<file path="src/rtl/lum_stream_gen.sv">
// Luminance test-pattern generator with VGA-style raster timing.
// One pixel is emitted per pix_en strobe; all outputs are registered and
// lag the raster counters by one strobe. A pause request is honoured only
// at the frame boundary, where the generator parks in HOLD at (0,0).
module lum_stream_gen #(
    parameter int PIXEL_DEPTH = 8,
    parameter int H_ACTIVE    = 640,
    parameter int H_FP        = 16,
    parameter int H_SYNC      = 96,
    parameter int H_BP        = 48,
    parameter int V_ACTIVE    = 480,
    parameter int V_FP        = 10,
    parameter int V_SYNC      = 2,
    parameter int V_BP        = 33,
    parameter int BOX_SIZE    = 64
) (
    input  logic                   clk,
    input  logic                   rst_n,
    input  logic                   pix_en,
    input  logic [1:0]             pattern_sel,
    input  logic                   pause,
    output logic                   vs_no,
    output logic                   hs_no,
    output logic                   blank_no,
    output logic [PIXEL_DEPTH-1:0] outputLUM,
    output logic                   frame_done,
    output logic [15:0]            frame_count
);

    localparam int H_TOTAL = H_ACTIVE + H_FP + H_SYNC + H_BP;
    localparam int V_TOTAL = V_ACTIVE + V_FP + V_SYNC + V_BP;

    localparam logic [15:0] H_LAST  = 16'(H_TOTAL - 1);
    localparam logic [15:0] V_LAST  = 16'(V_TOTAL - 1);
    localparam logic [15:0] H_ACT   = 16'(H_ACTIVE);
    localparam logic [15:0] V_ACT   = 16'(V_ACTIVE);
    localparam logic [15:0] HS_BEG  = 16'(H_ACTIVE + H_FP);
    localparam logic [15:0] HS_END  = 16'(H_ACTIVE + H_FP + H_SYNC);
    localparam logic [15:0] VS_BEG  = 16'(V_ACTIVE + V_FP);
    localparam logic [15:0] VS_END  = 16'(V_ACTIVE + V_FP + V_SYNC);
    localparam logic [15:0] BAR_W   = 16'(H_ACTIVE / 8);
    localparam logic [15:0] BOX_W   = 16'(BOX_SIZE);
    localparam logic [15:0] BOX_Y   = 16'((V_ACTIVE - BOX_SIZE) / 2);
    localparam logic [15:0] BOX_MAX = 16'(H_ACTIVE - BOX_SIZE);

    typedef enum logic {
        RUN,
        HOLD
    } state_t;

    state_t      state;
    logic [15:0] hc;
    logic [15:0] vc;
    logic [15:0] box_x;
    logic [1:0]  pattern_q;

    logic                   emit;
    logic                   frame_start;
    logic                   frame_last;
    logic [1:0]             pat_eff;
    logic                   active;
    logic                   hsync_on;
    logic                   vsync_on;
    logic [PIXEL_DEPTH-1:0] lum_pat;

    // Decode the pixel at (hc,vc); the first pixel of a frame already uses
    // the pattern being latched on the same strobe.
    always_comb begin
        emit        = (state == RUN) || !pause;
        frame_start = (hc == '0) && (vc == '0);
        frame_last  = (hc == H_LAST) && (vc == V_LAST);
        pat_eff     = frame_start ? pattern_sel : pattern_q;
        active      = (hc < H_ACT) && (vc < V_ACT);
        hsync_on    = (hc >= HS_BEG) && (hc < HS_END);
        vsync_on    = (vc >= VS_BEG) && (vc < VS_END);
        lum_pat     = '0;
        case (pat_eff)
            2'd0: lum_pat = PIXEL_DEPTH'(hc[7:0]);
            2'd1: lum_pat = (((hc / BAR_W) % 16'd2) != 16'd0) ? '1 : '0;
            2'd2: lum_pat = (hc[5] ^ vc[5]) ? '1 : '0;
            default: lum_pat = ((hc >= box_x) && (hc < box_x + BOX_W) &&
                                (vc >= BOX_Y) && (vc < BOX_Y + BOX_W)) ? '1 : '0;
        endcase
    end

    // Raster counters, RUN/HOLD state machine and registered video outputs.
    always_ff @(posedge clk) begin
        if (!rst_n) begin
            state       <= RUN;
            hc          <= '0;
            vc          <= '0;
            pattern_q   <= '0;
            box_x       <= '0;
            frame_count <= '0;
            frame_done  <= 1'b0;
            vs_no       <= 1'b1;
            hs_no       <= 1'b1;
            blank_no    <= 1'b0;
            outputLUM   <= '0;
        end else begin
            frame_done <= 1'b0;
            if (pix_en) begin
                if (emit) begin
                    // HOLD with pause released falls through here at (0,0),
                    // so the release strobe emits the first pixel directly.
                    hs_no     <= !hsync_on;
                    vs_no     <= !vsync_on;
                    blank_no  <= active;
                    outputLUM <= active ? lum_pat : '0;
                    if (frame_start) begin
                        pattern_q <= pattern_sel;
                    end
                    if (frame_last) begin
                        hc          <= '0;
                        vc          <= '0;
                        frame_done  <= 1'b1;
                        frame_count <= frame_count + 16'd1;
                        box_x       <= (box_x >= BOX_MAX) ? '0 : box_x + 16'd1;
                        state       <= pause ? HOLD : RUN;
                    end else begin
                        state <= RUN;
                        if (hc == H_LAST) begin
                            hc <= '0;
                            vc <= vc + 16'd1;
                        end else begin
                            hc <= hc + 16'd1;
                        end
                    end
                end else begin
                    hs_no     <= 1'b1;
                    vs_no     <= 1'b1;
                    blank_no  <= 1'b0;
                    outputLUM <= '0;
                end
            end
        end
    end

endmodule

</file>
<file path="config.mk">
export PLATFORM = sky130hd
export DESIGN_NAME = lum_stream_gen
export DESIGN_NICKNAME = d
export VERILOG_FILES = /design/src/rtl/lum_stream_gen.sv
export SDC_FILE = /design/constraint.sdc
export NUM_CORES = 1
export LEC_CHECK = 0
export ABC_AREA = 1
export ABC_CLOCK_PERIOD_IN_PS = 3500
export CORE_MARGIN = 5
export CORE_UTILIZATION = 50
export CTS_CLUSTER_SIZE = 14
export DETAILED_ROUTE_END_ITERATION = 7
export GPL_TIMING_DRIVEN = 0
export MAX_ROUTING_LAYER = met4
export PLACE_DENSITY_LB_ADDON = 0.12
export REMOVE_ABC_BUFFERS = 1
export SYNTH_ARGS = -nofsm -noshare
export SYNTH_HDL_FRONTEND = slang
export SYNTH_SLANG_ARGS = --single-unit
</file>
<file path="constraint.sdc">
create_clock -name clk -period 3.5 [get_ports clk]
set_clock_uncertainty 0.05 [all_clocks]
set_input_delay 0.7 -clock clk [delete_from_list [all_inputs] [get_ports clk]]
set_output_delay 0.7 -clock clk [all_outputs]
set_load 0.02 [all_outputs]
</file>
==> impl_summary.md, run 1 <==
Final layout
The number of fillers in the final layout is 936. In the layout the commonest cells are sky130_fd_sc_hd__nand2_1, sky130_fd_sc_hd__inv_1, sky130_fd_sc_hd__dfxtp_1, sky130_fd_sc_hd__nor2_1, sky130_fd_sc_hd__a21oi_1. The net total in the final layout is 836.

Leaving out fill and tap cells, the most frequent cell in the layout is sky130_fd_sc_hd__nand2_1. The antenna diode count is 0. After the flow finishes, the layout carries non-filler instances totaling 935. The total non-filler cell area in the finished layout is 6320 µm². The ratio of cells with drive above 1 in the final layout is 18.0%. The growth of design area from synthesis to finish is 21.5%.

Clock network
The TritonCTS sink count is 79. In this run, post-CTS hold repair placed 0 buffers. The clock passes through at most 2 buffers. TritonCTS built the clock tree. Counting the buffers created by CTS gives 9.

The later pin in the worst-skew pair is clocked with a latency of 0.36 ns. The number of H-tree branching levels is 3. The clock-pin transition on the worst setup and hold timing paths is 0.08 ns. The buffer cell driving the clock tree root is sky130_fd_sc_hd__clkbuf_8.

Synthesis
The most instantiated flip-flop cell in the synthesis netlist is sky130_fd_sc_hd__dfxtp_1. In this run the mean area of a mapped cell was 6.97 µm². Yosys attributes the largest share of cell area to sky130_fd_sc_hd__dfxtp_1, sky130_fd_sc_hd__nand2_1, sky130_fd_sc_hd__ha_1. The count of synthesis-stage warnings from yosys is 0. The share of Yosys cell area claimed by the top area cell type is 30.4%. Of all cell types, the one taking the most synthesized area is sky130_fd_sc_hd__dfxtp_1. The number of synthesized register bits is 79.

The part of the Yosys area used for sequential elements is 30.4%. In this run, distinct cell masters in the synthesized netlist total 44. In this run the cell area of the synthesized design comes to 5200 µm². Yosys mapped a number of flops with a built-in enable equal to 0.

The share of synthesized registers carrying an async set or reset is 0%. The synthesized instance count is 746.

Worst hold path
The path class of the tightest hold or removal check is flip-flop to flip-flop.

Pwr
The worst IR drop on VDD is 0.208 mV. In this run the power density over the cells is 295 nW/µm². The static leakage power is 0.00273 µW.

Status
The flow ran to the end, but the final reports show violations. The final reports fail on negative setup slack.

Setup path
The critical path endpoint category is a flip-flop. On the critical path, the stage with the largest delay is an instance of sky130_fd_sc_hd__dfxtp_4. The highest fanout seen on the critical path is 8. The cell repeated most along the worst path is sky130_fd_sc_hd__nand2_4. The largest stage delay on the critical path is 0.42 ns. The type of the worst setup path is flip-flop to flip-flop. The required arrival time at the worst endpoint is 3.73 ns. The endpoint arrival time on the critical path is 4.10 ns. STA classifies the critical path startpoint as a flip-flop.

Route
The routed layout has 5129 vias. For this run, the detailed router's first-pass iteration total came to 5. Summed over all layers, the routed wires come to 13.5 mm. The detailed-route wire length per cell is 14.4 µm.

The per-cell via count in the routed design is 5.49. The remaining design rule violation count is 0. The number of nets still failing antenna checks after routing is 0. For this block, the initial DRC count from the detailed router was 304.

Placed design
The HPWL after detailed placement is 9.78 mm. The post-placement cell count is 908. Input and output buffers added on the ports amount to 33.

In this run the cell area measured after placement is 5670 µm². At the end of routability-driven placement, the weighted congestion stood at 0.917.

Die
The standard cell core area is 10200 µm². Measured along the x axis, the die boundary spans 112 µm. The overall die height is 112 µm.

The total number of placement rows is 37. The die covers 12500 µm². The number of primary I/O pins is 34. The initial cell density of the core is 50.8%.

STA
The highest attainable clock frequency is 258 MHz. Setup repair after global routing could not meet its margin everywhere. For the pin with the worst max-slew slack, the measured transition is 0.907 ns. The total count of hold-check failures in the final report was 0. Setup violations remaining at the end of the flow were counted as 17. The number of max-slew violations in the final report is 0. In the post-route analysis, the smallest setup slack over all paths is -0.374 ns. Hold timing on the final database bottoms out at a slack of 0.416 ns. The final cycle utilization of the critical path is 111%.

The normalized max-slew margin is 39.0%. Subtracting the final worst setup slack from the clock period gives 3.87 ns.

Flow run
Max-cap violations in this run came to 0.

Global routing
The total global routing overflow is 0. The initial antenna violation count was 0. The first global-routing pass estimated 22.6 mm of wire. The via count of the first global-routing pass is 5081. Entering global routing, the biggest net connects 30 pins. Global routing used 22.3% of the available tracks across all layers.
sequential cells by signal (all words and copies together) (netlist names):
register,count
box_x,16
state,1
hs_no,1
frame_done,1
vs_no,1
outputLUM,8
hc,16
frame_count,16
blank_no,1
pattern_q,2
vc,16
path summary, 6_finish.rpt:
path                            slack [ns]              end            start  depth (start not counted)
worst min-delay path                  0.42  frame_count[15]  frame_count[15]                          1
worst min register to register        0.42  frame_count[15]  frame_count[15]                          1
worst max register to register       -0.37     outputLUM[4]           hc[15]                         42
worst max-delay path                 -0.37     outputLUM[4]           hc[15]                         42
cell usage after synthesis, types with 9 or more instances:
cell / n
sky130_fd_sc_hd__dfxtp_1: 79
sky130_fd_sc_hd__nand3_2: 10
sky130_fd_sc_hd__ha_1: 36
sky130_fd_sc_hd__nand2_2: 14
sky130_fd_sc_hd__nor2_1: 67
sky130_fd_sc_hd__nand2_1: 131
sky130_fd_sc_hd__inv_2: 21
sky130_fd_sc_hd__o21ai_0: 23
sky130_fd_sc_hd__inv_1: 85
sky130_fd_sc_hd__xor2_1: 10
sky130_fd_sc_hd__o21ai_1: 10
sky130_fd_sc_hd__a21oi_2: 9
sky130_fd_sc_hd__a21oi_1: 64
sky130_fd_sc_hd__nand4_1: 19
sky130_fd_sc_hd__a211oi_1: 9
sky130_fd_sc_hd__nand3_1: 50
sky130_fd_sc_hd__nor3_1: 30
sky130_fd_sc_hd__nor4_1: 15
sky130_fd_sc_hd__nand2_4: 12
critical path: cells and delay by family, from the launching register on:
kind	cells	cell delay, ns
and+or+nand+nor	35	2.75
DFF	1	0.42
AOI/OAI and AO/OA	2	0.33
buffers and inverters	5	0.26
metrics by stage:
stage / utilization [%] / power [µW] / TNS, ns / setup slack, ns
2_1_floorplan: - / 1010 / 0 / 0.0509
3_3_place_gp: 55.4 / 1050 / -9.12 / -0.559
3_5_place_dp: 55.4 / 1060 / -11.49 / -0.660
4_1_cts: 60.1 / 1890 / -2.52 / -0.245
5_1_grt: 61.7 / 1940 / -8.55 / -0.708
6_report: 61.7 / 1870 / -3.71 / -0.374
what timing repair did:
action / 4_1_cts / 5_1_grt
gates resized for setup: 43 / 36
endpoints found under the setup margin: 20 / 23
pin swaps: 13 / 27
buffers inserted: 8 / 3
logic make-up after synthesis:
group / synth area share [%]
AO/OA/AOI/OAI: 15.7
XOR/XNOR: 1.85
adder cells (fa/ha/maj): 8.67
buffers and inverters: 8.52
flip-flops: 30.4
multiplexers: 0.193
AND/OR/NAND/NOR: 34.7
where the power goes:
group          internal (µW)  switching, µW
Combinational           45.3           82.6
Clock                    476            351
Sequential               905           6.93
Total                   1430            440
layer usage:
| metal | vias up | global-route usage [%] | routed length, µm |
|---|---|---|---|
| met5 | - | - | 0 |
| li1 | 2624 | - | - |
| met1 | 2393 | 26.3 | 6240 |
| met2 | 85 | 38.3 | 6520 |
| met4 | 0 | 8.33 | 297 |
| met3 | 27 | 3.53 | 407 |
cell type report:
class / instances / area, µm² / share of cell area, %
Clock buffer: 9 / 124 / 1.96
Inverter: 111 / 430 / 6.81
Clock inverter: 7 / 120 / 1.90
Tap cell: 136 / 170 / 2.69
Multi-Input combinational cell: 549 / 3460 / 54.8
Timing Repair Buffer: 44 / 413 / 6.54
Sequential cell: 79 / 1600 / 25.3
No activity file was read; power rests on OpenSTA's default activity.
==> run 2, diff against run 1 <==
--- a/config.mk
+++ b/config.mk
@@ -12,6 +12,7 @@
 export CTS_CLUSTER_SIZE = 14
 export DETAILED_ROUTE_END_ITERATION = 7
 export GPL_TIMING_DRIVEN = 0
+export HOLD_SLACK_MARGIN = 0.08
 export MAX_ROUTING_LAYER = met4
 export PLACE_DENSITY_LB_ADDON = 0.12
 export REMOVE_ABC_BUFFERS = 1
==> results of run 2 <==
The final DEF is identical to that of run 1; final timing and power are the same.
==> run 3, diff against run 2 <==
--- a/config.mk
+++ b/config.mk
@@ -8,7 +8,7 @@
 export ABC_AREA = 1
 export ABC_CLOCK_PERIOD_IN_PS = 3500
 export CORE_MARGIN = 5
-export CORE_UTILIZATION = 50
+export CORE_UTILIZATION = 30
 export CTS_CLUSTER_SIZE = 14
 export DETAILED_ROUTE_END_ITERATION = 7
 export GPL_TIMING_DRIVEN = 0
==> run 3 against run 2 <==
Net effect: critical path depth decreased by 2; register-to-register slack improved by 0.14 ns; critical endpoint is now outputLUM[0]; routed wire length increased by 4.7%; clock power increased by 14%; first-iteration DRC count decreased by 41%; non-clock buffer count decreased by 1; the flow still finishes with violations (negative setup slack); clock-buffer cell count increased by 1; core utilization decreased by 25 points; worst setup slack improved by 0.14 ns; combinational power about the same; global-route usage decreased by 7.4 points; largest power group is now the clock network.
==> impl_summary.md, run 3 (synthesis results as in run 1) <==
Status
The run finished, with violations left. The checks that failed: negative setup slack.

Route
The per-cell via count in the routed design came to 4.91 (-11%). The remaining design rule violation count is 0 (unchanged). The number of vias after detailed routing is 5014 (-2.2%). The number of nets still failing antenna checks after routing is 0 (unchanged).

The number of violations reported at the end of detailed-routing iteration 0 came to 180 (-41%). The sum of routed wire length over all layers is 14.1 mm (+4.7%). The first-pass detailed-route iteration total came to 4 (-1). The routed length on met3 was 485 µm (+19%). The total length of routed met2 wires was 6.63 mm (+1.7%).

The topmost layer with routed signal wires is met4. The met1 wire length is 6.84 mm (+9.7%). The detailed-route wire length per cell is 13.8 µm (-4.2%).

STA
The measured slew at the worst slew-check pin was 0.795 ns (-0.112 ns). The worst setup margin is -0.237 ns (+0.137 ns). The final count of negative-setup-slack endpoints is 12 (-5).

The final cycle utilization of the critical path is 107% (-3.9 points). The final critical path time including I/O delays and setup is 3.74 ns (-0.137 ns). The highest attainable clock frequency is 268 MHz (+3.7%). The number of max-slew violations in the final report is 0 (unchanged).

The total count of hold-check failures in the final report is 0 (unchanged). The normalized max-slew margin is 46.6% (+7.6 points). Setup repair after global routing could not meet its margin everywhere.

Setup path
The type of the worst setup path is flip-flop to flip-flop. The required arrival time at the worst endpoint is 3.72 ns (about the same). The highest fanout seen on the critical path is 8 (unchanged). The cell repeated most along the worst path is sky130_fd_sc_hd__nand2_4. The worst-case reg-to-reg path depth is 40 (-4.8%).

The beginning of the worst register-to-register path is hc[14]. The largest stage delay on the critical path came to 0.39 ns (-0.03 ns). The worst setup path is launched from a flip-flop. The gate family responsible for the most delay along the worst path is simple AND/OR/NAND/NOR gates. The largest individual stage delay along the critical path comes from the cell sky130_fd_sc_hd__dfxtp_4.

The setup slack on the worst flop-to-flop path came to -0.24 ns (+0.14 ns). The endpoint of the most critical register-to-register path is outputLUM[0]. The worst setup path is captured at a flip-flop. The endpoint arrival time on the critical path came to 3.96 ns (-0.14 ns).

The count of buffering cells on the critical path with inverters included came to 5 (unchanged).

Pwr
The power density normalized to cell area was 312 nW/µm² (+5.5%). The sequential fraction of design power came to 46.0% (-2.8 points). The portion of total power attributed to the clock network is 47.6% (+3.3 points). The power dissipated by switching net loads is 483 µW (+9.7%). The combinational fraction of design power is 6.4% (-0.5 points). The post-layout total power is 1990 µW (+6.4%). The switching fraction of total power was 24.3% (+0.72 points). The worst IR drop on VDD is 0.239 mV (+15%).

The static leakage power is 0.00270 µW (-1.3%). The internal power summed over all cells is 1500 µW (+5.4%).

Final layout
The ratio of cells with drive above 1 in the final layout is 17.7% (-0.33 points). The post-layout instance count excluding filler cells is 1022 (+9.3%). The net total in the final layout is 835 (-0.12%). The growth of design area from synthesis to finish is 22.6%. The end-of-flow core utilization is 37.1% (-25 points).

Leaving out fill and tap cells, the most frequent cell in the layout is sky130_fd_sc_hd__nand2_1. The total non-filler cell area in the finished layout is 6370 µm² (+0.87%). The antenna diode count is 0 (unchanged).

The top cell types in the final layout, fill and taps aside, are sky130_fd_sc_hd__nand2_1, sky130_fd_sc_hd__inv_1, sky130_fd_sc_hd__dfxtp_1, sky130_fd_sc_hd__nor2_1, sky130_fd_sc_hd__a21oi_1.

Global routing
The aggregate global-route resource usage is 14.9% (-7.4 points). The total global routing overflow was 0 (unchanged). The initial antenna violation count is 0 (unchanged). The maximum number of pins on one net before global-route repair is 30 (unchanged). The via count of the first global-routing pass was 4907 (-3.4%). The wire length of the first global-routing pass is 23.7 mm (+4.8%).

Clock network
The clock insertion delay at the later pin of the skew report is 0.35 ns (about the same). The maximum buffer depth of the clock tree is 2 (unchanged). The clock tree from TritonCTS is done. The clock-pin transition on the worst setup and hold timing paths is 0.06 ns (-0.02 ns). The number of H-tree branching levels is 3 (unchanged). The number of buffers inserted for hold repair after clock tree synthesis is 0 (unchanged). The TritonCTS buffer count was 9 (unchanged). The TritonCTS sink count is 79 (unchanged). The buffer cell driving the clock tree root is sky130_fd_sc_hd__clkbuf_16.

Die
The total number of placement rows is 48 (+30%). The floorplan die width is 142 µm (+27%). The standard cell core area is 17200 µm² (+68%). The die area is 20100 µm² (+60%). The initial cell density of the core was 30.3% (-21 points).

The overall die height is 142 µm (+27%). The number of primary I/O pins is 34 (unchanged).

Placed design
The post-placement cell area is 5780 µm² (+2.0%). The post-placement cell count is 997 (+9.8%). The number of buffers added on ports came to 33 (unchanged). The global placement routability congestion is 0.826 (-9.9%). The HPWL after detailed placement is 10.6 mm (+8.5%).

Worst hold path
The worst hold path cell count was 2 (+1). In this run the most critical hold path is launched from outputLUM[4]. The terminating pin of the worst hold path is outputLUM[4]. The path class of the tightest hold or removal check is flip-flop to flip-flop.

Flow run
The max-cap violation count is 0 (unchanged).
run 3: cell types whose count changed in the layout (fill, tap and decap cells not counted), sizes merged:
| cell | previous run | this run |
|---|---|---|
| inv | 106 | 105 |
| buf | 11 | 10 |
| clkinv | 7 | 8 |
| bufinv | 3 | 1 |
| clkbuf | 9 | 10 |
run 3: worst max path at each step:
stage / end / cells after the start / slack, ns / startpoint
finish: outputLUM[0] / 40 / -0.24 / hc[14]
floorplan: outputLUM[0] / 41 / 0.05 / hc[15]
global placement: vc[7] / 5 / -0.70 / rst_n
CTS: outputLUM[2] / 40 / -0.27 / hc[15]
global route: outputLUM[3] / 40 / -0.55 / hc[15]
detailed placement: vc[7] / 5 / -0.70 / rst_n
run 3: power groups by stage:
stage                     logic [µW]  registers [µW]  clock network, µW
after floorplan                 70.3             941                  0
after global placement           119             936                  0
after detailed placement         119             936                  0
after CTS                        122             913                977
after global routing             143             914               1010
final                            127             913                945
run 3: stage by stage:
stage          hold slack, ns  setup slack, ns  setup TNS, ns
2_1_floorplan           0.394           0.0509              0
3_3_place_gp            0.394           -0.697         -11.44
3_5_place_dp            0.416           -0.696         -13.19
4_1_cts                 0.433           -0.272          -2.14
5_1_grt                 0.461           -0.547          -7.76
6_report                0.431           -0.237          -1.91
run 3: what timing repair did:
| item | CTS | global route |
|---|---|---|
| gates resized for setup | 30 | 31 |
| endpoints found under the setup margin | 20 | 22 |
| pin swaps | 11 | 14 |
| setup buffers | 8 | 2 |
run 3: cell type report:
class	instances	area, µm²
Clock buffer	10	229
Clock inverter	5	60.1
Fill cell	1844	10800
Inverter	111	425
Multi-Input combinational cell	549	3370
Sequential cell	79	1600
Tap cell	225	282
Timing Repair Buffer	43	405
run 3: per-layer routing:
layer  track usage [%]  up-vias
li1                  -     2614
met1              18.8     2326
met2              24.1       65
met3              4.18        9
met4              3.08        0
met5                 -        -
run 3: worst register-to-register path, delay by kind of cell (launching register included):
family	cells	cell delay [ns]
AO/OA/AOI/OAI	3	0.45
buffers and inverters	5	0.28
flip-flops	1	0.39
AND/OR/NAND/NOR	32	2.51
